$ cat config.mk
export PLATFORM = sky130hd
export DESIGN_NAME = spi_flash_responder
export DESIGN_NICKNAME = d
export VERILOG_FILES = /design/src/rtl/spi_flash_pkg.sv /design/src/rtl/spi_target_shifter.sv /design/src/rtl/spi_flash_responder.sv
export SDC_FILE = /design/constraint.sdc
export NUM_CORES = 1
export LEC_CHECK = 0
export ABC_AREA = 1
export CAP_MARGIN = 0
export CORE_ASPECT_RATIO = 1.75
export CORE_MARGIN = 3
export CORE_UTILIZATION = 50
export DETAILED_ROUTE_END_ITERATION = 6
export DONT_BUFFER_PORTS = 1
export GPL_ROUTABILITY_DRIVEN = 0
export GPL_TIMING_DRIVEN = 1
export SYNTH_ARGS = -nofsm -noshare
export SYNTH_HDL_FRONTEND = slang
export SYNTH_SLANG_ARGS = --single-unit
$ cat constraint.sdc
create_clock -name i_clk_48mhz -period 1.66 [get_ports i_clk_48mhz]
set_input_delay 0.498 -clock i_clk_48mhz [delete_from_list [all_inputs] [get_ports i_clk_48mhz]]
set_output_delay 0.498 -clock i_clk_48mhz [all_outputs]
set_load 0.02 [all_outputs]
$ cat src/rtl/spi_flash_pkg.sv
// rtl/spi_flash_pkg.sv - shared opcodes, states and status bit indices for the SPI flash responder
//
// Purpose: definitions shared by spi_flash_responder and spi_target_shifter.
// Ports: none (package).
package spi_flash_pkg;

  localparam logic [7:0] CMD_READ = 8'h03;
  localparam logic [7:0] CMD_PP   = 8'h02;
  localparam logic [7:0] CMD_SE   = 8'h20;
  localparam logic [7:0] CMD_RDSR = 8'h05;
  localparam logic [7:0] CMD_WREN = 8'h06;
  localparam logic [7:0] CMD_WRDI = 8'h04;
  localparam logic [7:0] CMD_RDID = 8'h9F;

  // Status register bit positions
  localparam int SR_WIP = 0;
  localparam int SR_WEL = 1;

  typedef enum logic [3:0] {
    ST_IDLE,
    ST_CMD,
    ST_ADDR,
    ST_RDID,
    ST_RDSR,
    ST_READ,
    ST_PROG,
    ST_ERASE_WAIT,
    ST_IGNORE
  } state_t;

  // What the collected address will be used for
  typedef enum logic [1:0] {
    KIND_READ,
    KIND_PROG,
    KIND_ERASE
  } addr_kind_t;

  // WEL change requested by WREN/WRDI, applied when CS rises
  typedef enum logic [1:0] {
    WEL_KEEP,
    WEL_SET,
    WEL_CLR
  } wel_op_t;

endpackage

$ cat src/rtl/spi_target_shifter.sv
// rtl/spi_target_shifter.sv - oversampled SPI mode-0 target bit engine
//
// Purpose: synchronizes the SPI pins into i_clk, detects CS/SCLK edges,
// assembles received bytes and shifts response bytes out MSB first.
// Ports:
//   i_clk, i_reset          clock, synchronous active-high reset
//   i_spi_csel/clk/mosi     raw SPI pins
//   i_tx_byte               response byte, sampled on o_load
//   o_spi_miso              target-out data
//   o_cs_active             synchronized chip select asserted
//   o_cs_fall, o_cs_rise    chip select edges (one cycle)
//   o_sclk_rise             qualified SCLK rise
//   o_byte_done             SCLK rise that completes a byte
//   o_rx_byte               received byte, valid with o_byte_done
//   o_load                  SCLK fall at a byte boundary (i_tx_byte taken)
module spi_target_shifter (
  input  logic       i_clk,
  input  logic       i_reset,
  input  logic       i_spi_csel,
  input  logic       i_spi_clk,
  input  logic       i_spi_mosi,
  input  logic [7:0] i_tx_byte,
  output logic       o_spi_miso,
  output logic       o_cs_active,
  output logic       o_cs_fall,
  output logic       o_cs_rise,
  output logic       o_sclk_rise,
  output logic       o_byte_done,
  output logic [7:0] o_rx_byte,
  output logic       o_load
);

  logic [1:0] r_csel_sync;
  logic [1:0] r_sclk_sync;
  logic [1:0] r_mosi_sync;
  logic       r_csel_d;
  logic       r_sclk_d;
  logic [2:0] r_bit_cnt;
  logic [6:0] r_rx_sr;
  logic [7:0] r_tx_sr;
  logic       r_miso;

  logic       w_cs_active;
  logic       w_sclk_rise;
  logic       w_sclk_fall;
  logic [7:0] w_rx_byte;

  // SCLK edges only count while CS is held low; a CS rise therefore masks
  // any SCLK edge landing in the same cycle.
  assign w_cs_active = ~r_csel_sync[1];
  assign w_sclk_rise = w_cs_active & r_sclk_sync[1] & ~r_sclk_d;
  assign w_sclk_fall = w_cs_active & ~r_sclk_sync[1] & r_sclk_d;
  assign w_rx_byte   = {r_rx_sr, r_mosi_sync[1]};

  assign o_spi_miso  = r_miso;
  assign o_cs_active = w_cs_active;
  assign o_cs_fall   = r_csel_d & ~r_csel_sync[1];
  assign o_cs_rise   = ~r_csel_d & r_csel_sync[1];
  assign o_sclk_rise = w_sclk_rise;
  assign o_byte_done = w_sclk_rise & (r_bit_cnt == 3'd7);
  assign o_rx_byte   = w_rx_byte;
  assign o_load      = w_sclk_fall & (r_bit_cnt == 3'd0);

  always_ff @(posedge i_clk) begin
    if (i_reset) begin
      // CS history resets to "selected" so a frame already in progress at
      // reset release produces no falling edge and is ignored until CS
      // has gone high once.
      r_csel_sync <= 2'b00;
      r_csel_d    <= 1'b0;
      r_sclk_sync <= 2'b00;
      r_sclk_d    <= 1'b0;
      r_mosi_sync <= 2'b00;
      r_bit_cnt   <= 3'd0;
      r_rx_sr     <= 7'd0;
      r_tx_sr     <= 8'd0;
      r_miso      <= 1'b0;
    end else begin
      r_csel_sync <= {r_csel_sync[0], i_spi_csel};
      r_csel_d    <= r_csel_sync[1];
      r_sclk_sync <= {r_sclk_sync[0], i_spi_clk};
      r_sclk_d    <= r_sclk_sync[1];
      r_mosi_sync <= {r_mosi_sync[0], i_spi_mosi};
      if (!w_cs_active) begin
        r_bit_cnt <= 3'd0;
        r_tx_sr   <= 8'd0;
        r_miso    <= 1'b0;
      end else begin
        if (w_sclk_rise) begin
          r_bit_cnt <= r_bit_cnt + 3'd1;
          r_rx_sr   <= w_rx_byte[6:0];
        end
        if (w_sclk_fall) begin
          if (r_bit_cnt == 3'd0) begin
            r_miso  <= i_tx_byte[7];
            r_tx_sr <= {i_tx_byte[6:0], 1'b0};
          end else begin
            r_miso  <= r_tx_sr[7];
            r_tx_sr <= {r_tx_sr[6:0], 1'b0};
          end
        end
      end
    end
  end

endmodule

$ cat src/rtl/spi_flash_responder.sv
// rtl/spi_flash_responder.sv - SPI NOR flash emulator fronting a byte-wide memory
//
// Purpose: decodes READ/PP/SE/RDSR/WREN/WRDI/RDID from an SPI mode-0 master
// and drives a byte-wide backing store; models WEL and a timed WIP.
// Ports:
//   i_clk_48mhz, i_reset    clock, synchronous active-high reset
//   i_spi_csel/clk/mosi     SPI inputs (CS active low, SCLK idle low)
//   o_spi_miso              SPI output
//   o_mem_addr              backing-store byte address
//   o_mem_re, i_mem_rdata   read strobe, data valid the following cycle
//   o_mem_we, o_mem_wdata   one-cycle write strobe and data
//   o_erase_req             one-cycle sector erase request at o_mem_addr
//   o_wip                   write-in-progress status bit
module spi_flash_responder
  import spi_flash_pkg::*;
#(
  parameter int          ADDR_W      = 24,
  parameter logic [23:0] JEDEC_ID    = 24'hEF4016,
  parameter int          BUSY_CYCLES = 4096,
  parameter int          PAGE_W      = 8
) (
  input  logic              i_clk_48mhz,
  input  logic              i_reset,
  input  logic              i_spi_csel,
  input  logic              i_spi_clk,
  input  logic              i_spi_mosi,
  output logic              o_spi_miso,
  output logic [ADDR_W-1:0] o_mem_addr,
  output logic              o_mem_re,
  input  logic [7:0]        i_mem_rdata,
  output logic              o_mem_we,
  output logic [7:0]        o_mem_wdata,
  output logic              o_erase_req,
  output logic              o_wip
);

  localparam int BUSY_W = $clog2(BUSY_CYCLES + 1);

  state_t             r_state;
  addr_kind_t         r_kind;
  wel_op_t            r_wel_op;
  logic               r_wel;
  logic               r_wip;
  logic [BUSY_W-1:0]  r_busy_cnt;
  logic [ADDR_W-1:0]  r_addr;
  logic [1:0]         r_addr_cnt;
  logic [1:0]         r_out_idx;
  logic               r_prog_wrote;
  logic [7:0]         r_rdata;
  logic               r_mem_re;
  logic               r_re_pend;
  logic               r_mem_we;
  logic [7:0]         r_wdata;
  logic               r_erase_req;

  state_t             w_state_next;
  addr_kind_t         w_kind_next;
  wel_op_t            w_wel_op_next;
  logic               w_re_set;
  logic               w_we_set;
  logic               w_erase_set;
  logic               w_busy_start;
  logic [7:0]         w_tx_byte;
  logic [7:0]         w_status;

  logic               w_cs_active;
  logic               w_cs_fall;
  logic               w_cs_rise;
  logic               w_sclk_rise;
  logic               w_byte_done;
  logic [7:0]         w_rx_byte;
  logic               w_load;

  spi_target_shifter u_shifter (
    .i_clk       (i_clk_48mhz),
    .i_reset     (i_reset),
    .i_spi_csel  (i_spi_csel),
    .i_spi_clk   (i_spi_clk),
    .i_spi_mosi  (i_spi_mosi),
    .i_tx_byte   (w_tx_byte),
    .o_spi_miso  (o_spi_miso),
    .o_cs_active (w_cs_active),
    .o_cs_fall   (w_cs_fall),
    .o_cs_rise   (w_cs_rise),
    .o_sclk_rise (w_sclk_rise),
    .o_byte_done (w_byte_done),
    .o_rx_byte   (w_rx_byte),
    .o_load      (w_load)
  );

  assign o_mem_addr  = r_addr;
  assign o_mem_re    = r_mem_re;
  assign o_mem_we    = r_mem_we;
  assign o_mem_wdata = r_wdata;
  assign o_erase_req = r_erase_req;
  assign o_wip       = r_wip;

  always_comb begin
    w_status         = 8'd0;
    w_status[SR_WIP] = r_wip;
    w_status[SR_WEL] = r_wel;
  end

  // Response byte; taken by the shifter on the fall after each byte boundary,
  // so RDSR status is re-captured per byte.
  always_comb begin
    w_tx_byte = 8'h00;
    case (r_state)
      ST_RDID: begin
        case (r_out_idx)
          2'd0:    w_tx_byte = JEDEC_ID[23:16];
          2'd1:    w_tx_byte = JEDEC_ID[15:8];
          2'd2:    w_tx_byte = JEDEC_ID[7:0];
          default: w_tx_byte = 8'hFF;
        endcase
      end
      ST_RDSR: w_tx_byte = w_status;
      ST_READ: w_tx_byte = r_rdata;
      default: w_tx_byte = 8'h00;
    endcase
  end

  always_comb begin
    w_state_next  = r_state;
    w_kind_next   = r_kind;
    w_wel_op_next = r_wel_op;
    w_re_set      = 1'b0;
    w_we_set      = 1'b0;
    w_erase_set   = 1'b0;
    w_busy_start  = 1'b0;
    if (!w_cs_active) begin
      w_state_next  = ST_IDLE;
      w_wel_op_next = WEL_KEEP;
      // CS rise commits PP/SE; a partial PP byte never produced a write.
      if (w_cs_rise) begin
        if (r_state == ST_PROG && r_prog_wrote) begin
          w_busy_start = 1'b1;
        end
        if (r_state == ST_ERASE_WAIT && r_wel) begin
          w_erase_set  = 1'b1;
          w_busy_start = 1'b1;
        end
      end
    end else begin
      case (r_state)
        ST_IDLE: begin
          if (w_cs_fall) w_state_next = ST_CMD;
        end
        ST_CMD: begin
          if (w_byte_done) begin
            if (r_wip && w_rx_byte != CMD_RDSR) begin
              w_state_next = ST_IGNORE;
            end else begin
              case (w_rx_byte)
                CMD_RDID: w_state_next = ST_RDID;
                CMD_RDSR: w_state_next = ST_RDSR;
                CMD_WREN: begin
                  w_state_next  = ST_IGNORE;
                  w_wel_op_next = WEL_SET;
                end
                CMD_WRDI: begin
                  w_state_next  = ST_IGNORE;
                  w_wel_op_next = WEL_CLR;
                end
                CMD_READ: begin
                  w_state_next = ST_ADDR;
                  w_kind_next  = KIND_READ;
                end
                CMD_PP: begin
                  w_state_next = r_wel ? ST_ADDR : ST_IGNORE;
                  w_kind_next  = KIND_PROG;
                end
                CMD_SE: begin
                  w_state_next = ST_ADDR;
                  w_kind_next  = KIND_ERASE;
                end
                default: w_state_next = ST_IGNORE;
              endcase
            end
          end
        end
        ST_ADDR: begin
          if (w_byte_done && r_addr_cnt == 2'd2) begin
            case (r_kind)
              KIND_READ: begin
                w_state_next = ST_READ;
                w_re_set     = 1'b1;
              end
              KIND_PROG: w_state_next = ST_PROG;
              default:   w_state_next = ST_ERASE_WAIT;
            endcase
          end
        end
        ST_READ: begin
          if (w_byte_done) w_re_set = 1'b1;
        end
        ST_PROG: begin
          if (w_byte_done) w_we_set = 1'b1;
        end
        ST_ERASE_WAIT: begin
          // Any bit beyond the 24 address bits invalidates the erase.
          if (w_sclk_rise) w_state_next = ST_IGNORE;
        end
        default: ;
      endcase
    end
  end

  always_ff @(posedge i_clk_48mhz) begin
    if (i_reset) begin
      r_state      <= ST_IDLE;
      r_kind       <= KIND_READ;
      r_wel_op     <= WEL_KEEP;
      r_wel        <= 1'b0;
      r_wip        <= 1'b0;
      r_busy_cnt   <= '0;
      r_addr       <= '0;
      r_addr_cnt   <= 2'd0;
      r_out_idx    <= 2'd0;
      r_prog_wrote <= 1'b0;
      r_rdata      <= 8'd0;
      r_mem_re     <= 1'b0;
      r_re_pend    <= 1'b0;
      r_mem_we     <= 1'b0;
      r_wdata      <= 8'd0;
      r_erase_req  <= 1'b0;
    end else begin
      r_state     <= w_state_next;
      r_kind      <= w_kind_next;
      r_wel_op    <= w_wel_op_next;
      r_mem_re    <= w_re_set;
      r_re_pend   <= r_mem_re;
      r_mem_we    <= w_we_set;
      r_erase_req <= w_erase_set;

      if (w_cs_fall) begin
        r_addr_cnt   <= 2'd0;
        r_out_idx    <= 2'd0;
        r_prog_wrote <= 1'b0;
      end

      if (r_state == ST_ADDR && w_byte_done) begin
        r_addr     <= {r_addr[ADDR_W-9:0], w_rx_byte};
        r_addr_cnt <= r_addr_cnt + 2'd1;
      end

      // Read data arrives the cycle after the strobe; advance past it then.
      if (r_re_pend) begin
        r_rdata <= i_mem_rdata;
        r_addr  <= r_addr + ADDR_W'(1);
      end

      // Programming stays inside the page: only the low bits advance.
      if (r_mem_we) begin
        r_addr[PAGE_W-1:0] <= r_addr[PAGE_W-1:0] + PAGE_W'(1);
      end

      if (w_we_set) begin
        r_wdata      <= w_rx_byte;
        r_prog_wrote <= 1'b1;
      end

      if (w_load && r_state == ST_RDID && r_out_idx != 2'd3) begin
        r_out_idx <= r_out_idx + 2'd1;
      end

      if (w_cs_rise) begin
        case (r_wel_op)
          WEL_SET: r_wel <= 1'b1;
          WEL_CLR: r_wel <= 1'b0;
          default: ;
        endcase
      end

      if (w_busy_start) begin
        r_wip      <= 1'b1;
        r_wel      <= 1'b0;
        r_busy_cnt <= BUSY_W'(BUSY_CYCLES);
      end else if (r_wip) begin
        r_busy_cnt <= r_busy_cnt - BUSY_W'(1);
        if (r_busy_cnt == BUSY_W'(1)) r_wip <= 1'b0;
      end
    end
  end

endmodule
* Word level (Yosys, flattened, before mapping) *
Cells that the tools add are included.

storage, ports and cells
  output and inout bits = 37
  register bits = 99
  input bits = 13
  word-level logic and storage cells = 145

cells by class
  mux-type cells = 40
  reductions and logical operators = 30
  equal/unequal tests = 28
  bitwise gates (word level) = 14
  $add $sub $neg = 6

operators with widths
  cell                   number
  $mux 24                2
  $pmux 8 s3             2
  $pmux 4 s4             2
  $mux 13                2
  $add 24x1->24 const B  1
  $eq 8x3->1 const B     3
  $mux 4                 6
  $eq 4x3->1 const B     4
  $eq 8x2->1 const B     2
  $mux 1                 16
  $mux 8                 2
  $reduce_bool 2->1      7
  $eq 13x1->1 const B    1
  $sub 13x1->13 const B  1
  $reduce_and 5->1       2
  $add 8x1->8 const B    1
  $and 1x1->1            8
  $eq 4x2->1 const B     2
  $eq 8x6->1 const B     1
  $eq 8x8->1 const B     1
  $ne 8x3->1 const B     1
  $pmux 2 s2             2
  $logic_and 1x1->1      7
  $eq 2x1->1 const B     3
  other kinds (20)       39

* Depth between registers and ports, before layout *
  depth after elaboration = 8
  depth in mapped cells = 11
  depth with buffers taken out = 11

* Modules after synthesis *
Synthesis repeated with hierarchy kept, for this count alone.

unflattened totals
  cell total of the unflattened synthesis = 805
  area, all modules = 5207.5 um^2

by module, submodules not included
  module               instances  cells each  area each (um^2)  seq. area each (um^2)
  spi_flash_responder  1          639         4047.6            1441.4
  spi_target_shifter   1          166         1159.9            520.5

* Least setup slack after synthesis *
Ideal clock, no wire load.

  path type = register to register
  start = register r_addr[1], in the netlist o_mem_addr[1]
  end = register r_addr[14], in the netlist o_mem_addr[14]
  required time = 1530 ps
  setup time = 130 ps
  buffers on the path = 0
  arrival = 1534 ps
  cell stages (with the launch flop) = 11
  setup slack = -4 ps
  clock period less this slack = 1664 ps
  cell sequence = dfxtp_1 ha_1 nand2_1 nor2_2 nand2_1 nor2_1 nand2_1 o21ai_0 nand2_1 nand2_1 a31oi_1

between the ends
  cells in the longest elaborated chain, start to end = 2

RTL lines
  item                              line                        RTL
  start: declaration                spi_flash_responder.sv:45   logic [ADDR_W-1:0] r_addr;
  start signal: assignment          spi_flash_responder.sv:243  r_addr <= {r_addr[ADDR_W-9:0], w_rx_byte};
  start signal: assignment          spi_flash_responder.sv:250  r_addr <= r_addr + ADDR_W'(1);
  start signal: indexed assignment  spi_flash_responder.sv:255  r_addr[PAGE_W-1:0] <= r_addr[PAGE_W-1:0] + PAGE_W'(1);
  $add 24x1->24                     spi_flash_responder.sv:250
  $mux 24                           spi_flash_responder.sv:248  if (r_re_pend) begin

Every way passes these cells.
A chain may end at the register's enable or synchronous reset.

* Worst setup path in the final report *
  start = register r_addr[15], in the netlist o_mem_addr[15]
  end = register r_addr[16], in the netlist o_mem_addr[16]

The elaborated chain is that of the path after synthesis.

==> impl_summary.log <==
INFO  metric timing.critical_path.fanout_max = 6
INFO  metric hold_path_startpoint = i_reset
INFO  metric worst_hold_path_type = in2reg
INFO  metric setup.worst_path.start_class = flip-flop
INFO  metric power.ir.vdd_worst = 0.682 mV
INFO  metric timing.critical_path.mode_cell = nand2_1
INFO  metric vias_per_cell = ~5.5
INFO  metric overall_die_height = roughly 140 um
INFO  metric cts.root.buffer_cell = clkbuf_16
INFO  metric maxSlewHeadroom = 71.7%
INFO  metric syn_nets = just under 800
INFO  metric finalWorstPathRequiredPeriod = 1.62 ns
INFO  metric place_hpwl = 10.8 mm
INFO  metric core_region_area = roughly 0.0099 mm^2
INFO  metric drc = 0
INFO  metric dieWidth = 82.4 um
INFO  metric fmaxAchievable = approximately 600 MHz
INFO  metric dominant_synthesized_flop_cell = dfxtp_1
INFO  metric wl = about 15 mm
INFO  metric finalMaxSlewViolations = 0
INFO  metric clkSinkCount = 98
INFO  metric yosysTopAreaCell = dfxtp_1
INFO  metric overflow = 0
INFO  metric port_buffers = 0
INFO  metric cts_tree = done
INFO  metric synth_largest_type_area_fraction = approximately two fifths
INFO  metric power.static_leakage = 2.42 nW
INFO  metric r2r_slack = 0.04 ns
INFO  metric final_cells = 925
INFO  metric grt_pass1_vias = 4,810
INFO  metric maxCapViolCount = 0
INFO  metric yosysWarnings = 0
INFO  metric status = finished clean
INFO  metric post-route-period-util = approximately 100%
INFO  metric grt_max_degree = 37
INFO  metric synth.avg_cell_area = 6.84 um^2
INFO  metric clkSlewWorstSetupHoldPaths = ~0.070 ns
INFO  metric rows = between 40 and 50
INFO  metric synth.mux.area_fraction = 0%
INFO  metric worstReg2RegEnd = o_mem_addr[16]
INFO  metric area_delta_synth_final = 18.2%
INFO  metric initial_core_util = 51.5%
INFO  metric route.vias.total = 5,044
INFO  metric synthSimpleGateAreaFrac = 30.8%
INFO  metric wl_per_cell = about 16 um
INFO  metric synth_edf_count = 0
INFO  metric fin_tns_setup = 0 ns
INFO  metric cts_made_buffers = 9
INFO  metric yosysSeqAreaShare = 38.4%
INFO  metric diodes = 0
INFO  metric number_of_antenna_violations_at_the_first_check_in_global_routing = 0
INFO  metric ctsLongestPathBuffers = 2
INFO  metric cts_hold_buf = 0
INFO  metric crit_slowest_cell = dfxtp_1
INFO  metric cts_htree_levels = 3
INFO  metric hold-path-cell-count = 1
INFO  metric hold_path_end = o_mem_addr[7]
INFO  metric regToRegStartpoint = o_mem_addr[15]
INFO  metric ys_seq_elements = 98
INFO  metric end_kind = flip-flop
INFO  metric drtIter0Drc = 299
INFO  metric data_required_time_of_the_critical_path = around 1.9 ns
INFO  metric crit_arrival = between 1.5 and 2 ns
INFO  metric drt.antenna.violating_nets = 0
INFO  metric post_synth_fa_ha_maj_area_fraction = under 10%
INFO  metric synth_area_in_compound_gates = 17.2%
INFO  metric powerDensity = ~840 mW/mm^2
INFO  metric timing.critical_path.cells = nand2_1 -> nor2_1 -> nand2_1 -> o21ai_0 -> nand3b_1 -> nand2_1 -> a21oi_1
INFO  metric drive_above_1_share = 17.5%
INFO  metric nNetsFinal = between 800 and 900
INFO  metric setup.worst_path.class = reg2reg
INFO  metric dieArea = 0.0115 mm^2
INFO  metric post_synth_instance_area = 0.00511 mm^2
INFO  metric netlist_cell_types = 43
INFO  metric ioPinCount = 50
INFO  metric dp_cells = 904
INFO  metric async_flop_share = 0%
INFO  metric synth_area_leaders = dfxtp_1, nand2_1, a21oi_1, inv_1, nor2_1
INFO  metric wire_length_of_the_first_global_routing_pass = 23.0 mm
INFO  metric grt.total_usage = around a quarter
INFO  metric cp_slowest_stage_delay = 0.45 ns
INFO  metric final_hold_viol_count = 0
INFO  metric clock_latency = 0.35 ns
INFO  metric worstSetupStartpoint = o_mem_addr[15]
INFO  metric max_slew.worst_pin.slew = around 0.42 ns
INFO  metric postSynthCellCount = about 750
INFO  metric report.final.setup_viol = 0
INFO  metric dominant_combinational_cell_family_by_area_after_synthesis = simple AND/OR/NAND/NOR gates
INFO  metric depth_of_the_worst_register_to_register_path = 7
INFO  metric synthMostInstantiatedCell = nand2_1
INFO  metric firstDrtPassIters = 5
INFO  metric synth_xor_xnor_area_share = 1.54%
INFO  metric clock_skew = 0.00713 ns
INFO  metric netlist_top_cells_count = nand2_1, dfxtp_1, inv_1
per-layer routing:
layer	share of wire [%]	up-vias	GRT usage [%]	wire length, um
met1	37	2345	27.4	5400
met3	4.4	47	5.57	647
met5	0	-	0	0
met4	6.3	0	16.3	926
li1	-	2511	-	-
met2	53	141	45.3	7740
power by group:
group | total [mW] | internal, mW | leakage [nW] | switching [mW]
registers | 2.45 | 2.40 | 0.796 | 0.0505
clock network | 2.16 | 1.26 | 0.156 | 0.903
logic | 0.441 | 0.142 | 1.47 | 0.299
cell type report:
cell class | instances | area [um^2]
clock buffers | 11 | 253
fillers | 972 | 3870
clock inverters | 5 | 61.3
flip-flops and latches | 98 | 1970
repair inverters | 1 | 7.51
inverters | 97 | 370
well taps | 125 | 156
multi-input cells | 535 | 2810
repair buffers | 53 | 402
cells in the final DEF (no fill, tap or decap), drive strengths merged:
cell      count
nand2       173
nor2        104
dfxtp        98
inv          97
a21oi        79
o21ai        73
buf          53
nand3        40
ha           12
clkbuf       11
nor3          8
nand3b        7
xor2          7
or2           6
nand4         5
nor4          4
o221ai        3
clkinv        3
clkinvlp      2
xnor2         2
a31oi         2
o22ai         2
o31ai         2
o211ai        2
o21bai        1
a211oi        1
nor3b         1
and3          1
bufinv        1
sequential cells by signal, summed over array words and instances, names as in the netlist, 3 cells and up:
register,count
o_mem_addr,24
o_mem_wdata,8
r_busy_cnt,13
r_rdata,8
r_state,4
u_shifter.r_bit_cnt,3
u_shifter.r_rx_sr,7
u_shifter.r_tx_sr,7
what timing repair did:
item,4_1_cts,5_1_grt
gates cloned,0,3
pin swaps,0,8
resized for setup,1,42
buffers inserted,0,2
setup endpoints to repair,11,42
metrics by stage:
stage	worst slack (ns)	instance area (um^2)	hold WS (ns)	power (mW)	util (%)
final	0.0398	6040	0.213	5.05	60.9
after global routing	-0.0753	6040	0.198	5.25	60.9
after CTS	0.00291	5860	0.203	5.07	59.2
after detailed placement	-0.00286	5550	0.397	2.90	56.0
after global placement	0.0292	5550	0.392	2.89	56.0
after floorplan	0.0176	5110	0.388	2.82	-
worst max-delay path by stage:
stage	endpoint	slack, ns
after CTS	o_mem_addr[13]	0.003
after floorplan	o_mem_addr[14]	0.02
after detailed placement	r_busy_cnt[9]	-0.003
final	o_mem_addr[16]	0.04
after global routing	o_mem_addr[20]	-0.08
after global placement	o_mem_addr[13]	0.03
cells by family (layout without fill, tap and decap cells):
logic type,after synthesis,in the layout
flip-flops,98,98
AO/OA/AOI/OAI,165,165
adder cells (fa/ha/maj),12,12
XOR/XNOR,9,9
buffers and inverters,116,167
AND/OR/NAND/NOR,347,349
worst max-delay path, delay by kind of cell (launching register included):
kind | cells | cell delay [ns]
simple gates | 5 | 0.82
flops | 1 | 0.45
compound gates | 2 | 0.24
Note: power is estimated with default switching activity, not from simulation.
